<file path="src/rtl/wishbone_master_controller.sv">
// Wishbone B4 classic single-transfer initiator: one bus cycle per local command.
// Optional REQ-phase abort timer enabled by defining WB_MASTER_TIMEOUT_EN.
module wishbone_master_controller #(
  parameter logic [31:0] BASE_ADDR      = 32'h3000_0000,
  parameter int          TIMEOUT_CYCLES = 255
) (
  input  logic        clk,
  input  logic        reset,
  input  logic [1:0]  cmd_op,
  input  logic [31:0] cmd_addr,
  input  logic [31:0] cmd_data,
  input  logic [3:0]  cmd_sel,
  output logic        cmd_ready,
  output logic        cmd_done,
  output logic        cmd_error,
  output logic [31:0] cmd_rdata,
  output logic        wbm_cyc_o,
  output logic        wbm_stb_o,
  output logic        wbm_we_o,
  output logic [3:0]  wbm_sel_o,
  output logic [31:0] wbm_adr_o,
  output logic [31:0] wbm_dat_o,
  input  logic [31:0] wbm_dat_i,
  input  logic        wbm_ack_i,
  input  logic        wbm_err_i
);

  localparam logic [1:0] ST_IDLE = 2'd0;
  localparam logic [1:0] ST_REQ  = 2'd1;
  localparam logic [1:0] ST_DONE = 2'd2;

  logic [1:0]  state_q, state_d;
  logic        ready_q, ready_d;
  logic        cyc_q, cyc_d;
  logic        we_q, we_d;
  logic [3:0]  sel_q, sel_d;
  logic [31:0] adr_q, adr_d;
  logic [31:0] dat_q, dat_d;
  logic        done_q, done_d;
  logic        err_q, err_d;
  logic [31:0] rdata_q, rdata_d;
`ifdef WB_MASTER_TIMEOUT_EN
  logic [15:0] cnt_q, cnt_d;
`endif

  always_comb begin
    state_d = state_q;
    ready_d = ready_q;
    cyc_d   = cyc_q;
    we_d    = we_q;
    sel_d   = sel_q;
    adr_d   = adr_q;
    dat_d   = dat_q;
    done_d  = 1'b0;
    err_d   = err_q;
    rdata_d = rdata_q;
`ifdef WB_MASTER_TIMEOUT_EN
    cnt_d   = cnt_q;
`endif
    case (state_q)
      ST_IDLE: begin
        if (cmd_op != 2'b00) begin
          adr_d   = BASE_ADDR + (cmd_addr & 32'hFFFF_FFFC);
          dat_d   = cmd_data;
          sel_d   = cmd_sel;
          we_d    = (cmd_op == 2'b11);
          ready_d = 1'b0;
          if (cmd_op == 2'b10) begin
            // illegal op completes immediately without touching the bus
            state_d = ST_DONE;
            done_d  = 1'b1;
            err_d   = 1'b1;
          end else begin
            state_d = ST_REQ;
            cyc_d   = 1'b1;
`ifdef WB_MASTER_TIMEOUT_EN
            cnt_d   = '0;
`endif
          end
        end
      end
      ST_REQ: begin
        if (wbm_err_i) begin
          cyc_d   = 1'b0;
          err_d   = 1'b1;
          done_d  = 1'b1;
          state_d = ST_DONE;
          if (!we_q) rdata_d = '0;
        end else if (wbm_ack_i) begin
          cyc_d   = 1'b0;
          err_d   = 1'b0;
          done_d  = 1'b1;
          state_d = ST_DONE;
          if (!we_q) rdata_d = wbm_dat_i;
        end
`ifdef WB_MASTER_TIMEOUT_EN
        else if (cnt_q == 16'(TIMEOUT_CYCLES - 1)) begin
          cyc_d   = 1'b0;
          err_d   = 1'b1;
          done_d  = 1'b1;
          state_d = ST_DONE;
          if (!we_q) rdata_d = '0;
        end else begin
          cnt_d = cnt_q + 16'd1;
        end
`endif
      end
      ST_DONE: begin
        state_d = ST_IDLE;
        ready_d = 1'b1;
        err_d   = 1'b0;
      end
      default: begin
        state_d = ST_IDLE;
        ready_d = 1'b1;
        cyc_d   = 1'b0;
        err_d   = 1'b0;
      end
    endcase
  end

  always_ff @(posedge clk) begin
    if (reset) begin
      state_q <= ST_IDLE;
      ready_q <= 1'b1;
      cyc_q   <= 1'b0;
      we_q    <= 1'b0;
      sel_q   <= '0;
      adr_q   <= '0;
      dat_q   <= '0;
      done_q  <= 1'b0;
      err_q   <= 1'b0;
      rdata_q <= '0;
`ifdef WB_MASTER_TIMEOUT_EN
      cnt_q   <= '0;
`endif
    end else begin
      state_q <= state_d;
      ready_q <= ready_d;
      cyc_q   <= cyc_d;
      we_q    <= we_d;
      sel_q   <= sel_d;
      adr_q   <= adr_d;
      dat_q   <= dat_d;
      done_q  <= done_d;
      err_q   <= err_d;
      rdata_q <= rdata_d;
`ifdef WB_MASTER_TIMEOUT_EN
      cnt_q   <= cnt_d;
`endif
    end
  end

  assign cmd_ready = ready_q;
  assign cmd_done  = done_q;
  assign cmd_error = err_q;
  assign cmd_rdata = rdata_q;
  assign wbm_cyc_o = cyc_q;
  assign wbm_stb_o = cyc_q;
  assign wbm_we_o  = we_q;
  assign wbm_sel_o = sel_q;
  assign wbm_adr_o = adr_q;
  assign wbm_dat_o = dat_q;

endmodule

</file>
<file path="config.mk">
export PLATFORM = sky130hd
export DESIGN_NAME = wishbone_master_controller
export DESIGN_NICKNAME = d
export VERILOG_FILES = /design/src/rtl/wishbone_master_controller.sv
export SDC_FILE = /design/constraint.sdc
export NUM_CORES = 1
export LEC_CHECK = 0
export ABC_AREA = 1
export CAP_MARGIN = 15
export CELL_PAD_IN_SITES_DETAIL_PLACEMENT = 0
export CELL_PAD_IN_SITES_GLOBAL_PLACEMENT = 1
export CORE_MARGIN = 4
export CORE_UTILIZATION = 24
export CTS_CLUSTER_SIZE = 28
export DETAILED_ROUTE_END_ITERATION = 16
export PLACE_DENSITY_LB_ADDON = 0.1
export SYNTH_ARGS = -nofsm -noshare
export SYNTH_HDL_FRONTEND = slang
export SYNTH_SLANG_ARGS = --single-unit
</file>
<file path="constraint.sdc">
create_clock -name clk -period 1.2 [get_ports clk]
set_input_delay 0.18 -clock clk [delete_from_list [all_inputs] [get_ports clk]]
set_output_delay 0.18 -clock clk [all_outputs]
set_load 0.05 [all_outputs]
</file>
==> impl_metrics.toml, run 1 <==
[sta]
tightestPinTransition_ns = 0.523
fin_skew_ns = 0.00598
rsz0062_at_grt = "true"
drv_slew = 0
fin_crit_sh_pct = 106
max_freq_mhz = 785
hold_viol_final = 0
setup_slack_ns = -0.0733
holdWs_ns = 0.397
setup_viol = 85
slew_headroom_pct = 65.1
period_needed_ns = 1.27
fin_setup_tns_ns = -2.96

[synthesis]
synth_top_area_share_pct = 52.5
synthTopCellsByArea = "dfxtp_1 53%, nor2_1 15%, o21ai_0 7.8%, nand2_1 6.9%, a21oi_1 5.0%"
synth.most_common_cell = "nor2_1"
yosys.area.top_type = "dfxtp_1"
synth_seq_area_share_pct = 52.5
synthCells = 539
ys_seq_elements = 105
synth_common_cells = "159 x nor2_1, 105 x dfxtp_1, 74 x nand2_1"
synthArstFlopShare_pct = 0
avgSynthCellArea_um2 = 7.43
synth_edf_count = 0
yosysUniqueCellTypes = 24
synthesis.area_um2 = 4000
synthFlopType = "dfxtp_1"
yosys_warnings = 0

[grt]
grt_max_degree = 38
overflow = 0
grt_pass1_wl_mm = 20.9
grt_pass1_vias = 3900
gr-usage-all-layers_pct = 14.4
antenna_found_initial = 0

[floorplanning]
die_w_um = 137
die_area_um2 = 18800
ios = 212
core_area_um2 = 16100
rows = 46
initial_core_util_pct = 24.8
fp.dieH_um = 137

[setup_path]
crit_required_ns = 1.44
reg2reg_slack_ns = -0.07
rr_startpoint = "state_q[1]$_SDFFE_PP0P_"
r2r_cells = 7
crit_fanout = 7
path_class = "flop to flop"
start_kind = "flop"
r2r_end = "wbm_adr_o[7]$_SDFFE_PP0P_"
crit_arrival_ns = 1.51
cp-end-kind = "flop"

[final_layout]
drive_gt1_share_pct = 38.2
fin_util_pct = 54.7
nets = 875
n_antenna_cell = 0
fillers = 1460
synthToLayoutAreaGrowth_pct = 120

[cts]
tritoncts = "done"
clk_latency_ns = 0.35
clock-sinks = 105
clk_path_buf_depth = 2
numCtsBuffers = 9
cts_root_buf = "clkbuf_16"
h-tree-depth = 3
clk_pin_slew_ns = 0.07

[status]
outcome = "finished with violations"
violations = "setup timing"

[place]
gp_congestion = 0.744
place_ws_ns = -0.541
io_buffers = 207
place_hpwl_mm = 9.60

[worst_hold_path]
whs_path_depth = 6
hold_path_end = "wbm_cyc_o$_SDFFE_PP0P_"
worstHoldStart = "cmd_op[0]"
hold_class = "primary input to flop"

[route]
wl_mm = 15.8
ant_nets = 0
drt_iter0_markers = 98
vias = 4240
drt_first_pass_iters = 4
via_per_inst = 4.29
wl_per_cell_um = 15.9
route.detailed.drc = 0

[run]
maxCapViolations = 0

[pwr]
p_leak_uw = 0.00366
irDropWorstVdd_v = 0.000775
p_per_area_nw_per_um2 = 1340
==> logic make-up (layout without fill, tap and decap cells) <==
group	Yosys count	in the layout	synth area share [%]
AOI/OAI and AO/OA	111	111	14.1
xor gates and xnor gates	2	2	0.438
adders and majority gates	1	1	0.312
buffers and inverters	79	312	8.91
DFF	105	105	52.5
other	1	2	0.0937
and+or+nand+nor	240	240	23.7
==> power by group <==
group | total, uW | internal (uW) | switching, uW
sequential | 4190 | 3820 | 365
clock | 2810 | 1520 | 1290
combinational | 4800 | 2380 | 2420
total | 11800 | 7720 | 4070
==> worst max-delay path, stage by stage (launching register included) <==
cell	delay, ns
dfxtp_4	0.36
nor3_4	0.16
buf_6	0.14
clkinv_4	0.05
buf_12	0.14
clkbuf_16	0.17
nor2_4	0.07
nor2_1	0.05
==> metrics by stage <==
step,instance area [um^2],std cells,power [uW]
floorplan,4010,540,5920
global placement,7410,947,8040
detailed placement,7410,947,8070
CTS,7870,970,11200
global route,8810,989,12300
finish,8810,989,11800
==> registers in the layout, summed over array words and instances (netlist names) <==
register,cells
cmd_done,1
wbm_we_o,1
wbm_cyc_o,1
wbm_dat_o,32
wbm_adr_o,30
cmd_ready,1
state_q,2
cmd_error,1
cmd_rdata,32
wbm_sel_o,4
==> routing by layer <==
layer | share of wire (%) | global-route usage, % | vias to the layer above
li1 | - | - | 2140
met1 | 43 | 17.5 | 1948
met2 | 48 | 23.3 | 133
met3 | 7.2 | 5.40 | 19
met4 | 1.8 | 4.99 | 0
met5 | 0 | 0 | -
==> cell usage in the layout (no fill, tap or decap), drive strengths merged, types with 2 or more instances in the layout <==
master and instances:
nor3 2, o21ai 68, conb 2, inv 41, nand3 2, a211oi 2, a21oi 40, clkdlybuf4s50 101
xor2 2, clkinv 2, dlygate4sd2 2, nand2 74, buf 140, dfxtp 105, clkbuf 25, nor2 161
==> layout make-up <==
class / instances / area (um^2) / area share [%]
clock buffer: 14 / 264 / 3.00
clock inverter: 2 / 12.5 / 0.142
inverter: 41 / 164 / 1.86
multi-input combinational: 356 / 2120 / 24.0
sequential: 105 / 2110 / 23.9
tap: 216 / 270 / 3.07
timing repair buffer: 254 / 3860 / 43.8
timing repair inverter: 1 / 11.3 / 0.128
==> how the worst max path moves through the flow <==
stage,from,endpoint,slack [ns],cells past startpoint
6_report,state_q[1]$_SDFFE_PP0P_,wbm_adr_o[7]$_SDFFE_PP0P_,-0.07,7
5_1_grt,state_q[1]$_SDFFE_PP0P_,wbm_adr_o[6]$_SDFFE_PP0P_,-0.13,6
4_1_cts,state_q[0]$_SDFFE_PP0P_,wbm_dat_o[25]$_SDFFE_PP0P_,-0.07,6
3_5_place_dp,cmd_op[1],wbm_dat_o[18]$_SDFFE_PP0P_,-0.54,6
3_3_place_gp,cmd_op[1],wbm_adr_o[15]$_SDFFE_PP0P_,-0.50,6
2_1_floorplan,state_q[0]$_SDFFE_PP0P_,wbm_adr_o[10]$_SDFFE_PP0P_,0.03,5
==> what timing repair did <==
action	CTS	global route
gates resized for setup	19	209
setup endpoints to repair	91	103
hold buffers	0	0
setup buffers	3	7
cloned	4	15
pin swaps	1	31
No activity file was read; power rests on OpenSTA's default activity.
==> run 2, diff against run 1 <==
--- a/config.mk
+++ b/config.mk
@@ -5,12 +5,11 @@
 export SDC_FILE = /design/constraint.sdc
 export NUM_CORES = 1
 export LEC_CHECK = 0
-export ABC_AREA = 1
 export CAP_MARGIN = 15
 export CELL_PAD_IN_SITES_DETAIL_PLACEMENT = 0
 export CELL_PAD_IN_SITES_GLOBAL_PLACEMENT = 1
 export CORE_MARGIN = 4
-export CORE_UTILIZATION = 24
+export CORE_UTILIZATION = 26
 export CTS_CLUSTER_SIZE = 28
 export DETAILED_ROUTE_END_ITERATION = 16
 export PLACE_DENSITY_LB_ADDON = 0.1
==> run 2 against run 1 <==
The flow still finishes with violations (setup timing). Critical endpoint is now wbm_adr_o[20]$_SDFFE_PP0P_. Sequential cell count did not move. First-iteration DRC count increased by 17%. Non-clock buffer count is 6 higher. Synthesized cell count down 8.7%.
==> impl_metrics.toml, run 2 <==
[sta]
max_freq_mhz = 804
fin_crit_sh_pct = 104
setup_slack_ns = -0.0432
setup_viol = 38
drv_slew = 0
period_needed_ns = 1.24
fin_skew_ns = 0.00576
hold_viol_final = 0
rsz0062_at_grt = "true"
fin_setup_tns_ns = -0.603

[route]
ant_nets = 0
route.detailed.drc = 0
wl_per_cell_um = 18.1
wl_mm = 16.8
via_per_inst = 4.96
drt_iter0_markers = 115
vias = 4585
drt_first_pass_iters = 4

[synthesis]
synth.most_common_cell = "dfxtp_1"
avgSynthCellArea_um2 = 8.66
yosys.area.top_type = "dfxtp_1"
synthArstFlopShare_pct = 0
yosys_warnings = 0
synth_edf_count = 0
synthCells = 492
synth_seq_area_share_pct = 49.4
synthFlopType = "dfxtp_1"
synth_common_cells = "105 x dfxtp_1, 102 x a21oi_1, 64 x nand3_1"
ys_seq_elements = 105
synthesis.area_um2 = 4260
synthTopCellsByArea = "dfxtp_1 49%, a21oi_1 12%, nand3_1 7.5%, nand4b_1 6.6%, o21ai_1 5.9%"
yosysUniqueCellTypes = 31
synth_top_area_share_pct = 49.4

[final_layout]
fin_util_pct = 55.9
final_common_cell = "buf_12"
synthToLayoutAreaGrowth_pct = 109
nets = 810
layout_common_cells = "115 x buf_12, 101 x dfxtp_1, 101 x clkdlybuf4s50_1"
fillers = 1359
drive_gt1_share_pct = 39.3
instances_no_fill = 925

[setup_path]
start_kind = "flop"
crit_arrival_ns = 1.52
path_class = "flop to flop"
r2r_cells = 6
path_buf_inv = 3
crit_path_start = "state_q[1]$_SDFFE_PP0P_"
rr_startpoint = "state_q[1]$_SDFFE_PP0P_"
crit_path_end = "wbm_adr_o[20]$_SDFFE_PP0P_"
crit_fanout = 13
crit_family = "buffers and inverters"
crit_required_ns = 1.48
crit_slowest_cell = "dfxtp_2"
cp-end-kind = "flop"
cp.depth = 6
reg2reg_slack_ns = -0.04
max_stage_delay_ns = 0.34
r2r_end = "wbm_adr_o[20]$_SDFFE_PP0P_"
crit_chain = "buf_4 > nor2_4 > buf_12 > clkbuf_16 > nand3_1 > a21oi_1"

[grt]
antenna_found_initial = 1
grt_max_degree = 40
overflow = 0
gr-usage-all-layers_pct = 16.4
grt_pass1_vias = 4474
grt_pass1_wl_mm = 23.9

[place]
gp_congestion = 0.762
io_buffers = 207
place_hpwl_mm = 11.1
dp.cells = 891

[status]
violations = "setup timing"
outcome = "finished with violations"

[cts]
h-tree-depth = 3
clk_pin_slew_ns = 0.07
tritoncts = "done"
clock-sinks = 105
clk_path_buf_depth = 2
numCtsBuffers = 9
clk_latency_ns = 0.35
cts_root_buf = "clkbuf_16"

[worst_hold_path]
hold_class = "primary input to flop"

[pwr]
p_leak_uw = 0.00323
irDropWorstVdd_v = 0.000857
p_per_area_nw_per_um2 = 1250

[floorplanning]
rows = 46
die_area_um2 = 18500
fp.dieH_um = 136
core_area_um2 = 15900
initial_core_util_pct = 26.7
ios = 212
die_w_um = 136

[run]
maxCapViolations = 0
## run 2: cell count changes after synthesis, moves of 32 or more
| cell | change |
|---|---|
| inv_1 | -36 |
| nand4b_1 | +32 |
| a21oi_1 | +62 |
| nand3_1 | +62 |
| nand2_1 | -73 |
| o21ai_1 | +44 |
| nor2_1 | -155 |
## run 2: worst min-delay path by stage
stage | cells after the start | slack [ns] | startpoint | endpoint
3_5_place_dp | 2 | 0.50 | cmd_rdata[9]$_SDFFE_PP0P_ | cmd_rdata[9]$_SDFFE_PP0P_
4_1_cts | 2 | 0.22 | reset | wbm_adr_o[30]$_SDFFE_PP0P_
6_report | 2 | 0.24 | reset | wbm_dat_o[22]$_SDFFE_PP0P_
2_1_floorplan | 1 | 0.28 | cmd_addr[28] | wbm_adr_o[28]$_SDFFE_PP0P_
3_3_place_gp | 2 | 0.49 | cmd_rdata[13]$_SDFFE_PP0P_ | cmd_rdata[13]$_SDFFE_PP0P_
5_1_grt | 2 | 0.24 | reset | wbm_dat_o[22]$_SDFFE_PP0P_
## run 2: area by class of cell
type                            instances  area (um^2)  area share, %
Clock inverter                          6          115           1.29
Timing Repair Buffer                  260         3880           43.5
Sequential cell                       105         2110           23.6
Antenna cell                            1         2.50         0.0281
Tap cell                              216          270           3.03
Clock buffer                           10          239           2.68
Inverter                                2         7.51         0.0842
Multi-Input combinational cell        325         2300           25.8
## run 2: metrics by stage
stage | cell area [um^2] | worst slack [ns] | hold slack (ns) | total power [uW]
2_1_floorplan | 4260 | -0.0195 | 0.277 | 5490
3_3_place_gp | 7730 | -0.380 | 0.494 | 7200
3_5_place_dp | 7730 | -0.423 | 0.501 | 7230
4_1_cts | 8290 | -0.0440 | 0.218 | 10900
5_1_grt | 8920 | -0.0970 | 0.237 | 11600
6_report | 8920 | -0.0432 | 0.237 | 11200
## run 2: logic make-up after synthesis
kind of cell,Yosys count,synth area share (%)
AOI/OAI and AO/OA,209,25.4
xor gates and xnor gates,2,0.411
adders and majority gates,1,0.294
buffers and inverters,63,8.28
DFF,105,49.4
muxes,1,0.235
other,1,0.0880
and+or+nand+nor,110,16.0
## run 2: repair_timing
action / in CTS / in global routing
gates resized for setup: 51 / 118
cloned: 2 / 7
hold buffers: 0 / 0
pin swaps: 7 / 21
setup buffers: 7 / 1
setup endpoints to repair: 104 / 100
## run 2: where the power goes
group | leakage [uW] | internal (uW) | switching [uW]
Sequential | 0.000863 | 3720 | 262
Combinational | 0.00220 | 1830 | 1860
Clock | 0.000169 | 2100 | 1370
## run 2: layer usage
metal	wire length (um)	part of all wire (%)	up-vias	GRT usage, %
met3	1430	8.5	10	7.25
li1	-	-	2217	-
met4	158	0.94	0	3.58
met5	0	0	-	0
met1	6750	40	2209	19.1
met2	8440	50	149	27.8
==> run 3, diff against run 2 <==
--- a/config.mk
+++ b/config.mk
@@ -8,7 +8,6 @@
 export CAP_MARGIN = 15
 export CELL_PAD_IN_SITES_DETAIL_PLACEMENT = 0
 export CELL_PAD_IN_SITES_GLOBAL_PLACEMENT = 1
-export CORE_MARGIN = 4
 export CORE_UTILIZATION = 26
 export CTS_CLUSTER_SIZE = 28
 export DETAILED_ROUTE_END_ITERATION = 16
==> run 3 against run 2 <==
The run still ends with setup timing left. Hold slack worse by 0.15 ns. Power shrank 4.0%. Sequential cell count did not move. Final cell count is 0.97% lower. Global-route usage up 1.7 points. Non-clock buffer count is 8 lower.
==> impl_metrics.toml, run 3 (synthesis gave the netlist of run 2 again) <==
[status]
outcome = "finished with violations"
violations = "setup timing"

[final_layout]
drive_gt1_share_pct = 30.7
synthToLayoutAreaGrowth_pct = 99.4
fin_util_pct = 53.3
multiInputGateArea_um2 = 2000
nets = 802
seq_area_um2 = 2110
fillers = 1440
n_antenna_cell = 0
final_cell_area_um2 = 8490
final_common_cell = "buf_12"
layout_common_cells = "118 x buf_12, 101 x dfxtp_1, 100 x clkdlybuf4s50_1"

[sta]
rsz0062_at_grt = "true"
fin_skew_ns = 0.00531
setup_slack_ns = -0.0264
max_freq_mhz = 815
period_needed_ns = 1.23
setup_viol = 7
hold_viol_final = 0
drv_slew = 0
fin_crit_sh_pct = 102

[grt]
use_met2_pct = 29.4
grt_pass1_vias = 4382
antenna_found_initial = 0
overflow = 0
grt_pass1_wl_mm = 23.4
gr-usage-met3_pct = 5.90
grt_max_degree = 45
grtUsageMet1_pct = 22.4
grt.busiest_layer = "met2"
gr-usage-all-layers_pct = 18.0

[route]
drt_first_pass_iters = 7
wl_per_cell_um = 17.5
ant_nets = 0
via_per_inst = 4.96
wl_mm = 16.0
vias = 4543
route.detailed.drc = 0
drt_iter0_markers = 214

[floorplanning]
die_area_um2 = 16900
ios = 212
initial_core_util_pct = 26.7
die_w_um = 130
fp.dieH_um = 130
core_area_um2 = 15900
rows = 46

[cts]
clock-sinks = 105
numCtsBuffers = 9
cts_root_buf = "clkbuf_16"
clk_latency_ns = 0.34
tritoncts = "done"
clk_pin_slew_ns = 0.07
ctsHoldBuffers = 0
clk_path_buf_depth = 2
h-tree-depth = 3

[pwr]
p_leak_uw = 0.00313
irDropWorstVdd_v = 0.000853
p_per_area_nw_per_um2 = 1260

[setup_path]
crit_required_ns = 1.48
path_class = "flop to flop"
crit_arrival_ns = 1.51
cp-end-kind = "flop"
start_kind = "flop"
crit_fanout = 6

[place]
io_buffers = 207
place_hpwl_mm = 10.5
gp_congestion = 0.738
placed_cell_area_um2 = 7700

[worst_hold_path]
hold_class = "primary input to flop"

[run]
maxCapViolations = 0
==> run 3: cell count changes in the layout (fill, tap and decap cells not counted), sizes merged <==
cell / before / now
dlymetal6s2s: 0 / 1
bufinv: 3 / 2
clkdlybuf4s50: 101 / 100
bufbuf: 1 / 0
diode: 1 / 0
buf: 151 / 145
==> run 3: report_power, final <==
group | leakage [uW] | total (uW) | switching, uW | internal [uW]
logic | 0.00210 | 3480 | 1760 | 1720
registers | 0.000863 | 3970 | 253 | 3720
clock network | 0.000162 | 3260 | 1320 | 1940
total | 0.00313 | 10700 | 3330 | 7380
==> run 3: through the flow <==
stage | TNS [ns] | instances | worst slack (ns) | power, uW | hold slack [ns]
2_1_floorplan | -0.940 | 493 | -0.0195 | 5490 | 0.277
3_3_place_gp | -31.61 | 890 | -0.372 | 7190 | 0.445
3_5_place_dp | -34.61 | 890 | -0.413 | 7210 | 0.452
4_1_cts | -0.849 | 908 | -0.0501 | 10600 | 0.0736
5_1_grt | -2.52 | 916 | -0.0689 | 11100 | 0.0849
6_report | -0.0704 | 916 | -0.0264 | 10700 | 0.0850
==> run 3: worst paths after layout <==
check,start,to,slack [ns],depth (start not counted)
max reg2reg,state_q[0]$_SDFFE_PP0P_,wbm_dat_o[29]$_SDFFE_PP0P_,-0.03,7
min,reset,wbm_cyc_o$_SDFFE_PP0P_,0.09,2
min reg2reg,wbm_dat_o[23]$_SDFFE_PP0P_,wbm_dat_o[23]$_SDFFE_PP0P_,0.50,2
max,state_q[0]$_SDFFE_PP0P_,wbm_dat_o[29]$_SDFFE_PP0P_,-0.03,7
==> run 3: worst max-delay path, cell delays in order (launching register included) <==
cell	delay, ns
dfxtp_4	0.36
buf_6	0.12
nor2_4	0.09
buf_12	0.15
buf_8	0.12
buf_12	0.12
nand3_4	0.07
a21oi_2	0.13
==> run 3: routing by layer <==
| layer | share of wire [%] | up-vias |
|---|---|---|
| met3 | 7.9 | 13 |
| met5 | 0 | - |
| met2 | 48 | 148 |
| met1 | 43 | 2197 |
| li1 | - | 2185 |
| met4 | 1.1 | 0 |
==> run 3: area by class of cell <==
type / instances / share of cell area (%)
clock inverter: 5 / 0.914
clock buffer: 11 / 2.98
inverter: 2 / 0.0884
timing repair buffer: 252 / 44.4
tap: 216 / 3.18
multi-input combinational: 325 / 23.6
sequential: 105 / 24.8
==> run 3: what timing repair did <==
item	in CTS	in global routing
gates resized for setup	15	81
cloned	1	5
pin swaps	1	14
endpoints found under the setup margin	102	101
setup buffers	1	3
